File: src/rtl/pipe_pkg.sv
// Shared definitions for the inter-stage pipeline register.
//   state_t          : occupancy state (empty, one entry, two entries)
//   NOP_WORD_DEFAULT : payload shown while the register holds nothing
//   sat_inc          : saturating add of 0..2, used by the perf counters
package pipe_pkg;

    typedef enum logic [1:0] {
        ST_EMPTY = 2'd0,
        ST_FULL  = 2'd1,
        ST_SKID  = 2'd2
    } state_t;

    localparam logic [31:0] NOP_WORD_DEFAULT = 32'hE000_0000;

    // Works on 32-bit containers; 'max' is the all-ones value of the real
    // counter width. The headroom test avoids wrapping even at 32 bits.
    function automatic logic [31:0] sat_inc(input logic [31:0] cnt,
                                            input logic [1:0]  inc,
                                            input logic [31:0] max);
        if ((max - cnt) < {30'd0, inc})
            return max;
        return cnt + {30'd0, inc};
    endfunction

endpackage

File: src/rtl/pipe_stage_reg_sat_counter.sv
// Saturating performance counter.
//   clk, rst : clock, async active-high reset (clears count)
//   inc      : amount to add this cycle (0..2)
//   cnt      : current count, sticks at all-ones
module sat_counter
    import pipe_pkg::*;
#(
    parameter int CNT_W = 16
) (
    input  logic             clk,
    input  logic             rst,
    input  logic [1:0]       inc,
    output logic [CNT_W-1:0] cnt
);

    localparam logic [31:0] MAX = 32'({CNT_W{1'b1}});

    always_ff @(posedge clk or posedge rst) begin
        if (rst)
            cnt <= '0;
        else
            cnt <= CNT_W'(sat_inc(32'(cnt), inc, MAX));
    end

endmodule

File: src/rtl/pipe_stage_reg.sv
// Inter-stage pipeline register (PC + payload) with valid/ready handshake,
// optional 2-entry skid buffer, flush/freeze control and perf counters.
//   clk, rst            : clock, async active-high reset
//   in_valid/in_ready   : upstream handshake; in_pc/in_data upstream entry
//   flush               : drop every held entry and any same-cycle enqueue
//   freeze              : hold the head, block dequeue (enqueue still allowed)
//   out_valid/out_ready : downstream handshake; out_pc/out_data head entry
//   stall_cnt           : cycles with a valid head that did not dequeue
//   flush_cnt           : valid entries discarded by flush
module pipe_stage_reg
    import pipe_pkg::*;
#(
    parameter int                PC_W     = 32,
    parameter int                DATA_W   = 32,
    parameter logic [DATA_W-1:0] NOP_WORD = DATA_W'(NOP_WORD_DEFAULT),
    parameter bit                SKID     = 1'b1,
    parameter int                CNT_W    = 16
) (
    input  logic              clk,
    input  logic              rst,
    input  logic              in_valid,
    output logic              in_ready,
    input  logic [PC_W-1:0]   in_pc,
    input  logic [DATA_W-1:0] in_data,
    input  logic              flush,
    input  logic              freeze,
    output logic              out_valid,
    input  logic              out_ready,
    output logic [PC_W-1:0]   out_pc,
    output logic [DATA_W-1:0] out_data,
    output logic [CNT_W-1:0]  stall_cnt,
    output logic [CNT_W-1:0]  flush_cnt
);

    state_t            state, state_n;
    logic [PC_W-1:0]   head_pc, head_pc_n, skid_pc, skid_pc_n;
    logic [DATA_W-1:0] head_data, head_data_n, skid_data, skid_data_n;
    logic              enq, deq;
    logic [1:0]        stall_inc, flush_inc;

    assign out_valid = (state != ST_EMPTY);
    assign out_pc    = head_pc;
    assign out_data  = head_data;

    assign deq = out_valid & out_ready & ~freeze;

    // With the skid buffer in_ready depends on registered state only, which
    // breaks the combinational ready chain across stages. Without it the
    // single entry can be replaced in the cycle it leaves.
    assign in_ready = SKID ? (state != ST_SKID) : (~out_valid | deq);
    assign enq      = in_valid & in_ready;

    always_comb begin
        state_n     = state;
        head_pc_n   = head_pc;
        head_data_n = head_data;
        skid_pc_n   = skid_pc;
        skid_data_n = skid_data;
        if (flush) begin
            state_n     = ST_EMPTY;
            head_pc_n   = '0;
            head_data_n = NOP_WORD;
        end else begin
            case (state)
                ST_EMPTY: begin
                    if (enq) begin
                        state_n     = ST_FULL;
                        head_pc_n   = in_pc;
                        head_data_n = in_data;
                    end
                end
                ST_FULL: begin
                    if (enq && deq) begin
                        head_pc_n   = in_pc;
                        head_data_n = in_data;
                    end else if (enq) begin
                        // only reachable with SKID=1 (in_ready is low otherwise)
                        state_n     = ST_SKID;
                        skid_pc_n   = in_pc;
                        skid_data_n = in_data;
                    end else if (deq) begin
                        state_n     = ST_EMPTY;
                        head_pc_n   = '0;
                        head_data_n = NOP_WORD;
                    end
                end
                ST_SKID: begin
                    if (deq) begin
                        state_n     = ST_FULL;
                        head_pc_n   = skid_pc;
                        head_data_n = skid_data;
                    end
                end
                default: state_n = ST_EMPTY;
            endcase
        end
    end

    always_ff @(posedge clk or posedge rst) begin
        if (rst) begin
            state     <= ST_EMPTY;
            head_pc   <= '0;
            head_data <= NOP_WORD;
            skid_pc   <= '0;
            skid_data <= NOP_WORD;
        end else begin
            state     <= state_n;
            head_pc   <= head_pc_n;
            head_data <= head_data_n;
            skid_pc   <= skid_pc_n;
            skid_data <= skid_data_n;
        end
    end

    // A flushed cycle with a valid head still counts as a stall: nothing left.
    assign stall_inc = {1'b0, out_valid & ~deq};

    always_comb begin
        flush_inc = 2'd0;
        if (flush) begin
            case (state)
                ST_FULL: flush_inc = 2'd1;
                ST_SKID: flush_inc = 2'd2;
                default: flush_inc = 2'd0;
            endcase
        end
    end

    sat_counter #(.CNT_W(CNT_W)) u_stall_cnt (
        .clk (clk),
        .rst (rst),
        .inc (stall_inc),
        .cnt (stall_cnt)
    );

    sat_counter #(.CNT_W(CNT_W)) u_flush_cnt (
        .clk (clk),
        .rst (rst),
        .inc (flush_inc),
        .cnt (flush_cnt)
    );

endmodule

File: config.mk
export PLATFORM = sky130hd
export DESIGN_NAME = pipe_stage_reg
export DESIGN_NICKNAME = d
export VERILOG_FILES = /design/src/rtl/pipe_pkg.sv /design/src/rtl/pipe_stage_reg_sat_counter.sv /design/src/rtl/pipe_stage_reg.sv
export SDC_FILE = /design/constraint.sdc
export NUM_CORES = 1
export LEC_CHECK = 0
export ABC_CLOCK_PERIOD_IN_PS = 10050
export CAP_MARGIN = 10
export CORE_MARGIN = 4
export CORE_UTILIZATION = 35
export DETAILED_ROUTE_END_ITERATION = 8
export DONT_BUFFER_PORTS = 1
export GPL_TIMING_DRIVEN = 0
export PLACE_DENSITY_LB_ADDON = 0.05
export SYNTH_ARGS = -nofsm -noshare
export SYNTH_HDL_FRONTEND = slang
export SYNTH_SLANG_ARGS = --single-unit
File: constraint.sdc
create_clock -name clk -period 10.05 [get_ports clk]
set_input_delay 2.01 -clock clk [delete_from_list [all_inputs] [get_ports clk]]
set_output_delay 2.01 -clock clk [all_outputs]
set_load 0.005 [all_outputs]
Word-level counts from Yosys, hierarchy flattened
Cells that the tools add are included.

Flip-flop bits (word level): 162. Output and inout bits: 98.

Eq/ne operators: 9. Reductions and logical operators: 7. Magnitude comparators: 2. Muxes and demuxes: 29. Add/subtract/negate cells: 4. Bitwise gates (word level): 8.

Operators with widths (count): two-way mux 32 bit (12); case mux 32 bit (3 select lines) (2); two-way mux 16 bit (4); subtractor 16 x 16 -> 17 bit, first input constant (2); less-than comparator 32 x 1 -> 1 bit (1); less-than comparator 32 x 2 -> 1 bit (1); adder 16 x 1 -> 16 bit (1); adder 16 x 2 -> 16 bit (1); two-way mux 2 bit (7); != test 4 bit, second input constant (3); != test 3 bit, second input constant (3); AND reduction 4 bit (2); case mux 2 bit (3 select lines) (1); AND reduction 5 bit (1); AND 1 bit (4); NOT 1 bit (4); case mux 2 bit (2 select lines) (1); nonzero test 4 bit (1); == test 2 x 1 -> 1 bit, second input constant (1); == test 2 bit, second input constant (1); logical NOT 2 bit (1); two-way mux 1 bit (2); != test 2 bit, second input constant (1); nonzero test 2 bit (1); logical AND 1 bit (1).

Depth between registers and ports, before layout
Gate-level depths: netlist of run 1.

Depth after elaboration: 8. Depth in mapped cells: 10.

Hierarchy
A second synthesis of run 1 with hierarchy kept.

Cells, all modules: 635. Area total of the unflattened synthesis: 7734.9 sq um.

Modules (own cells, without submodules): pipe_stage_reg (instances 1, area each 6095.8 sq um, cells an instance 471, seq. area each 3260.6 sq um); sat_counter (instances 2, area each 819.5 sq um, cells an instance 82, seq. area each 400.4 sq um).

Least setup slack after synthesis of run 1
No wires, ideal clock.

Path kind: in2reg. Start point: in flush. End point: reg u_flush_cnt.cnt[8]. Path slack: 5585 ps. Buffers on the path: 4. Library setup time: 83 ps. Stages on the path: 9. Arrival: 4382 ps. Data required time: 9967 ps. Cell sequence: clkbuf_1 > clkbuf_1 > buf_1 > nand2_1 > fa_1 > nor3_1 > nand4_1 > buf_2 > o21ai_0.

Cells in the longest elaborated chain, start to end: 4.

Ends and longest elaborated chain: start, declared (line pipe_stage_reg.sv:25) `input logic flush,`; two-way mux 2 bit * (line pipe_stage_reg.sv:120) `if (flush) begin`; less-than comparator 32 x 2 -> 1 bit (line pipe_pkg.sv:20) `if ((max - cnt) < {30'd0, inc})`; two-way mux 1 bit (line pipe_pkg.sv:20); two-way mux 16 bit * (line pipe_pkg.sv:22) `return cnt + {30'd0, inc};`; end signal, assigned (line pipe_stage_reg_sat_counter.sv:22) `cnt <= CNT_W'(sat_inc(32'(cnt), inc, MAX));`; end, declared (line pipe_stage_reg_sat_counter.sv:13) `output logic [CNT_W-1:0] cnt`.

Mark *: on every way between the ends. The rest lies on a longest branch, timed or not. A chain may end at the register's enable or synchronous reset.

Worst setup path in the final report of run 1
Start point: in flush. End point: reg u_flush_cnt.cnt[7].

Same word-level chain as after synthesis.

==> results of run 1 <==
[metrics by stage]
step	std cells	utilization, %
3_5_place_dp	898	37.40
4_1_cts	930	40.05
2_1_floorplan	622	-
3_3_place_gp	897	37.23
5_1_grt	930	40.05
6_report	930	40.05
[state kept, by name (all words and copies together) (netlist names)]
signal,flops
out_pc,32
u_stall_cnt.cnt,16
skid_data,32
state,2
u_flush_cnt.cnt,16
skid_pc,32
out_data,32
[cell families (layout without fill, tap and decap cells)]
family / Yosys count / count (layout) / share of synthesized area [%]
multiplexers: 67 / 67 / 12.53
AO/OA/AOI/OAI: 93 / 93 / 11.25
buffers and inverters: 58 / 91 / 4.315
flip-flops: 162 / 162 / 54.28
AND/OR/NAND/NOR: 212 / 212 / 13.46
XOR/XNOR: 19 / 19 / 2.224
adder cells (fa/ha/maj): 11 / 11 / 1.940
[power by group through the flow]
stage	Sequential (mW)	Clock, mW	Combinational (mW)
after global routing	1.16	0.673	0.959
after CTS	1.13	0.641	0.876
after floorplan	1.07	0	0.699
final	1.12	0.620	0.860
after detailed placement	1.14	0	0.868
after global placement	1.13	0	0.857
[worst paths after layout]
kind                            slack, ns  cells after the start                 end
min in group asynchronous            1.50                      1  u_flush_cnt.cnt[3]
worst max register to register       6.97                      9  u_flush_cnt.cnt[7]
worst min register to register       0.51                      1         skid_pc[22]
worst min-delay path                 0.51                      1         skid_pc[22]
worst max-delay path                 4.76                      9  u_flush_cnt.cnt[7]
max in group asynchronous            7.73                      2          out_pc[31]
[metal layers]
metal	global-route usage, %	wire length (microns)
met2	25.15	9074
met5	0	0
met3	5.904	1676
met1	22.01	8539
met4	4.710	209
[cell type report]
| type | instances | area (sq um) | share of cell area, % |
|---|---|---|---|
| clock inverter | 11 | 96.34 | 1.144 |
| tap | 275 | 344.1 | 4.087 |
| multi-input combinational | 402 | 3098 | 36.80 |
| buffer | 45 | 274.0 | 3.255 |
| inverter | 13 | 56.30 | 0.6688 |
| sequential | 162 | 4061 | 48.25 |
| timing repair buffer | 1 | 27.53 | 0.3270 |
| clock buffer | 21 | 460.4 | 5.470 |
[layout by cell type (no fill, tap or decap), types with 3 or more instances in the layout]
cell,Yosys,layout
a21oi_1,12,12
a221oi_1,47,47
a221oi_2,14,14
a31oi_1,4,4
buf_2,9,9
buf_4,5,5
buf_6,10,10
clkbuf_1,19,21
clkbuf_16,0,17
clkinvlp_4,0,4
dfrtp_1,156,156
dfstp_2,6,6
ha_1,10,10
inv_1,13,12
inv_6,0,3
inv_8,0,3
mux2_2,17,17
mux2_4,49,49
nand2_1,30,30
nand2b_1,6,6
nand3_1,8,8
nand4_1,8,8
nor2_1,70,70
nor2b_1,6,6
nor3_1,67,67
nor4_1,7,7
o21ai_0,4,4
o31ai_1,5,5
xnor2_1,17,17
[synth_stat cells, drive strengths merged (9+ instances only)]
cell / instances / area share, %
dfrtp: 156 / 52
nor2: 70 / 3.5
nor3: 67 / 4.5
mux2: 66 / 12
a221oi: 61 / 8.3
nand2: 30 / 1.5
buf: 26 / 2.7
clkbuf: 19 / 0.95
xnor2: 17 / 2.0
inv: 13 / 0.65
a21oi: 12 / 0.80
ha: 10 / 1.7
nand3: 9 / 0.67
==> qor.txt, run 1 <==
H-Tree Level Count: 4
Vias: 4952
Synthesized area: 0.007482 sq mm
Period utilisation layout: 52.65%
Count of cell types in the netlist: 42
HP Class: reg2reg
Overall Global Routing Usage: 16.41%
Internal power: 1.667 mW
CTS Buf Count: 17
Antenna fix cells: 0
Actual slew at the worst max-slew pin: 0.8226 ns
Starting DRC count in detailed routing: 195
Initial core utilization: 35.59%
DP Worst Slack: 4.168 ns
Post-CTS sizing: 0
Fin. max-slew vios: 0
Final hold vios: 0
WL per Instance: 20.97 microns
RSZ-0062 raised after global routing: no
Max IR drop VDD: 0.0001036 V
Drc violations: 0
Hold path startpoint: skid_pc[22]
Die height: 154.2 microns
Synth Warn #: 0
Site Rows: 53
Core Region: 0.02102 sq mm
Status: complete, no violations
Final Skew: 0.009581 ns
Crit-path slowest cell: nor3_1
Mapped Avg Cell Area: 12.03 sq um
Crit path DAT: 5.64 ns
Post-DP Area: 0.007861 sq mm
Fin nets: 723
Aggregate negative setup slack: 0 ns
Detail Placement HPWL: 13.45 mm
Root buffer cell: clkbuf_16
Post-route ant nets: 0
Reg clk slew, reported paths: 0.07 ns
First-pass GRT wire length: 30.86 mm
RD Place Congestion: 0.7571
Hold_ws: 0.5068 ns
CP top delay family: buffers and inverters
Share of cells above drive strength 1: 22.44%
Avg Vias per Cell: 5.325
Post-synth EDFFs: 0
Die area: 0.02378 sq mm
Port Buffers: 0
Largest net degree at the start of global routing: 83
Syn nets: 703
Reg2reg start: state[0]
Fin crit period: 5.291 ns
Seq/Total Area, Yosys: 54.28%
Die width: 154.2 microns
CTS tree: built
Worst-path cell chain: clkbuf_1, clkbuf_1, buf_1, nand2_1, fa_1, nor3_1, nand4_1, buf_2, nand3_1
DRT Wirelength: 19.50 mm
Predominant post-synthesis flop cell: dfrtp_1
Design Area, Final: 0.008418 sq mm
Fill cells: 2029
LEAKAGE: 3.824 nW
Crit path kind: in2reg
Setup Buffers After CTS: 0
Seq pwr share: 43.1%
Relative slew margins: 44.74%
Area growth, synth to finish: 12.51%
CP most frequent cell: clkbuf_1
Final total power: 2.602 mW
Required time worst endpoint: 10.40 ns
Net Sw Power: 0.9349 mW
I/O pin cnt: 168
# clock sinks: 162
Crit path launch: flush
Sw frac: 35.93%
Drt first pass iters: 4
Setup violators final: 0
Synth async-reset ratio: 100.0%
Synthesized flop and latch total: 162
FMAX: 189.0 MHz
Final setup margin: 4.759 ns
Post-synthesis cell count: 622
Crit-path max FO: 10
Crit end category: register
Number of global-route vias before repair: 5139
Post-CTS Hold Buffers: 0
CTS max path bufs: 2
Combinational Power Share: 33.1%
Crit path buf inv count: 4
Worst skew pair latency: 0.42 ns
Clock Power Share: 23.8%
Max cap viols: 0
Startpoint type of the worst setup path: input pin
Critical path's largest stage delay: 0.72 ns
Total grt overflow: 0
Initial antenna violation count: 0
Cell Pwr Density: 309.1 mW/mm^2
(Power assumes the default switching activity.)
==> run 2: changes to the inputs <==
--- a/config.mk
+++ b/config.mk
@@ -5,7 +5,7 @@
 export SDC_FILE = /design/constraint.sdc
 export NUM_CORES = 1
 export LEC_CHECK = 0
-export ABC_CLOCK_PERIOD_IN_PS = 10050
+export ABC_CLOCK_PERIOD_IN_PS = 5500
 export CAP_MARGIN = 10
 export CORE_MARGIN = 4
 export CORE_UTILIZATION = 35
==> constraint.sdc (replaced) <==
create_clock -name clk -period 5.5 [get_ports clk]
set_input_delay 1.1 -clock clk [delete_from_list [all_inputs] [get_ports clk]]
set_output_delay 1.1 -clock clk [all_outputs]
set_load 0.005 [all_outputs]
==> results of run 2 <==
The final DEF is identical to that of run 1. Status: complete, no violations.
Among the figures that moved: setup slack after placement 4.168 ns -> 0.5283 ns; setup slack after layout 4.759 ns -> 1.119 ns; register-to-register setup slack 6.97 ns -> 2.42 ns; total power 2.602 mW -> 4.754 mW; worst IR drop on VDD 0.0001036 V -> 0.0001893 V
==> run 3: changes to the inputs <==
--- a/config.mk
+++ b/config.mk
@@ -5,7 +5,7 @@
 export SDC_FILE = /design/constraint.sdc
 export NUM_CORES = 1
 export LEC_CHECK = 0
-export ABC_CLOCK_PERIOD_IN_PS = 5500
+export ABC_CLOCK_PERIOD_IN_PS = 4300
 export CAP_MARGIN = 10
 export CORE_MARGIN = 4
 export CORE_UTILIZATION = 35
==> constraint.sdc (replaced) <==
create_clock -name clk -period 4.3 [get_ports clk]
set_input_delay 0.86 -clock clk [delete_from_list [all_inputs] [get_ports clk]]
set_output_delay 0.86 -clock clk [all_outputs]
set_load 0.005 [all_outputs]
==> run 3 against run 2 <==
  * Worst setup slack worse by 0.64 ns
  * Clock-buffer cell count shrank 1
  * Total power rose by 31%
  * Global-route usage is 0.38 points higher
  * First-iteration DRC count did not move
  * Register-to-register slack got worse by 0.91 ns
  * Critical path depth unchanged
  * Clock skew is 0.0049 ns higher
  * Clock power rose by 40%
  * Die area unchanged
  * Hold slack got worse by 0.16 ns
==> qor.txt, run 3 (synthesized netlist as in run 1, its figures left out) <==
Sw frac: 35.47%
Placed Instances: 901 (+0.33%)
Fin nets: 726 (+0.41%)
Share of cells above drive strength 1: 23.10% (+0.66 points)
Seq pwr share: 42.2% (-0.9 points)
CTS tree: built
Fin crit period: 3.824 ns
CTS Buf Count: 17 (unchanged)
Commonest non-fill, non-tap cell in the layout: dfrtp_1
Max IR drop VDD: 0.0002728 V
Reg2reg start: state[0]
DRT Wirelength: 19.64 mm (+0.72%)
Setup violators final: 0 (unchanged)
Crit path DAT: 4.17 ns
Antenna fix cells: 0 (unchanged)
RD Place Congestion: 0.7744 (+2.3%)
Die area: 0.02378 sq mm (unchanged)
Port Buffers: 0 (unchanged)
Final hold vios: 0 (unchanged)
Met2 Usage GRT: 26.06% (+0.92 points)
LEAKAGE: 3.865 nW (+1.1%)
Die width: 154.2 microns (unchanged)
Overall Global Routing Usage: 16.78% (+0.38 points)
H-Tree Level Count: 4 (unchanged)
Drt first pass iters: 4 (unchanged)
Largest net degree at the start of global routing: 41 (-51%)
Net Sw Power: 2.207 mW
Core Region: 0.02102 sq mm (unchanged)
Total grt overflow: 0 (unchanged)
Root buffer cell: clkbuf_16
Reg2reg setup slack: 1.51 ns
Period utilisation layout: 88.93%
WL per Instance: 21.05 microns (+0.39%)
Crit-path max FO: 10 (unchanged)
Area growth, synth to finish: 13.83%
HP Class: in2async
Initial antenna violation count: 0 (unchanged)
Actual slew at the worst max-slew pin: 0.7817 ns (-0.04086 ns)
Site Rows: 53 (unchanged)
Cell Pwr Density: 730.5 mW/mm^2
Drc violations: 0 (unchanged)
Required time worst endpoint: 4.65 ns
Most Crowded Layer GR: met2
Fin. max-slew vios: 0 (unchanged)
Most frequent cells in the layout: dfrtp_1 (156), nor2_1 (70), nor3_1 (66)
Post-route ant nets: 0 (unchanged)
Met3 Track Usage GR: 5.792% (-0.11 points)
Detail Placement HPWL: 13.76 mm (+2.3%)
Die height: 154.2 microns (unchanged)
Post-DP Area: 0.007910 sq mm (+0.62%)
Relative slew margins: 47.88% (+3.1 points)
Clock Power Share: 25.4% (+1.6 points)
Met1 Usage GRT: 22.07% (+0.066 points)
Final Skew: 0.01445 ns (+0.004873 ns)
Crit end category: register
Initial core utilization: 35.59% (unchanged)
Design Area, Final: 0.008517 sq mm (+1.2%)
Internal power: 4.015 mW
Worst skew pair latency: 0.43 ns (about the same)
Vias: 4970 (+0.36%)
Setup Buffers After CTS: 0 (unchanged)
First-pass GRT wire length: 31.49 mm (+2.1%)
Worst r2r path cells: 9 (unchanged)
Reg clk slew, reported paths: 0.07 ns (about the same)
FMAX: 261.5 MHz
RSZ-0062 raised after global routing: no
# clock sinks: 162 (unchanged)
Status: complete, no violations
Combinational Power Share: 32.4% (-0.7 points)
Startpoint type of the worst setup path: input pin
Non-filler cells, final: 933 (+0.32%)
Starting DRC count in detailed routing: 195 (unchanged)
Max cap viols: 0 (unchanged)
FF-to-FF End: u_flush_cnt.cnt[8]
Crit path kind: in2reg
Avg Vias per Cell: 5.327 (about the same)
I/O pin cnt: 168 (unchanged)
CTS max path bufs: 2 (unchanged)
Number of global-route vias before repair: 5244 (+2.0%)
[run 3: metal layers]
metal  vias up  wire length (microns)
met1      2502                   8679
met4         0                    335
met3        21                   1452
li1       2311                      -
met5         -                      0
met2       136                   9170
[run 3: power groups by stage]
| stage | Combinational [mW] | Clock [mW] | Sequential, mW |
|---|---|---|---|
| 6_report | 2.02 | 1.58 | 2.63 |
| 5_1_grt | 2.25 | 1.70 | 2.71 |
| 4_1_cts | 2.05 | 1.62 | 2.64 |
| 3_5_place_dp | 2.03 | 0 | 2.66 |
| 3_3_place_gp | 1.99 | 0 | 2.64 |
| 2_1_floorplan | 1.63 | 0 | 2.50 |
[run 3: worst max-delay path by stage]
| stage | from | to | slack, ns | cells past startpoint |
|---|---|---|---|---|
| 6_report | flush | u_flush_cnt.cnt[8] | 0.48 | 9 |
| 5_1_grt | flush | u_flush_cnt.cnt[8] | 0.18 | 9 |
| 4_1_cts | flush | u_flush_cnt.cnt[8] | 0.1 | 9 |
| 3_5_place_dp | flush | u_flush_cnt.cnt[8] | -0.36 | 9 |
| 3_3_place_gp | flush | u_flush_cnt.cnt[8] | -0.23 | 9 |
| 2_1_floorplan | flush | u_flush_cnt.cnt[8] | 0.99 | 9 |
[run 3: stage by stage]
| stage | setup TNS [ns] | utilization (%) | hold slack (ns) | setup slack [ns] | power, mW |
|---|---|---|---|---|---|
| after floorplan | 0 | - | 0.4804 | 0.9850 | 4.135 |
| after global placement | -2.116 | 37.25 | 0.4894 | -0.2339 | 4.638 |
| after CTS | 0 | 40.49 | 0.3437 | 0.09920 | 6.302 |
| after detailed placement | -4.037 | 37.63 | 0.4935 | -0.3577 | 4.692 |
| after global routing | 0 | 40.52 | 0.3647 | 0.1796 | 6.650 |
| final | 0 | 40.52 | 0.3468 | 0.4761 | 6.221 |
[run 3: worst max-delay path, stage by stage]
cell	delay, ns
clkbuf_1	0.41
clkbuf_1	0.47
buf_1	0.47
nand2_1	0.26
fa_1	0.57
nor3_2	0.48
nand4_1	0.28
buf_2	0.27
o21ai_0	0.09
[run 3: final cells by class]
cell class              count  area (sq um)
plain buffers              45         274.0
clock buffers              20         456.7
clock inverters            12         145.1
fillers                  1970         12500
inverters                  13         52.55
multi-input cells         402          3103
flip-flops and latches    162          4061
well taps                 275         344.1
repair buffers              4         80.08
[run 3: repair_timing]
action,4_1_cts,5_1_grt
hold buffers,0,0
setup endpoints to repair,0,10
resized for setup,0,1
endpoints found under the hold margin,0,0
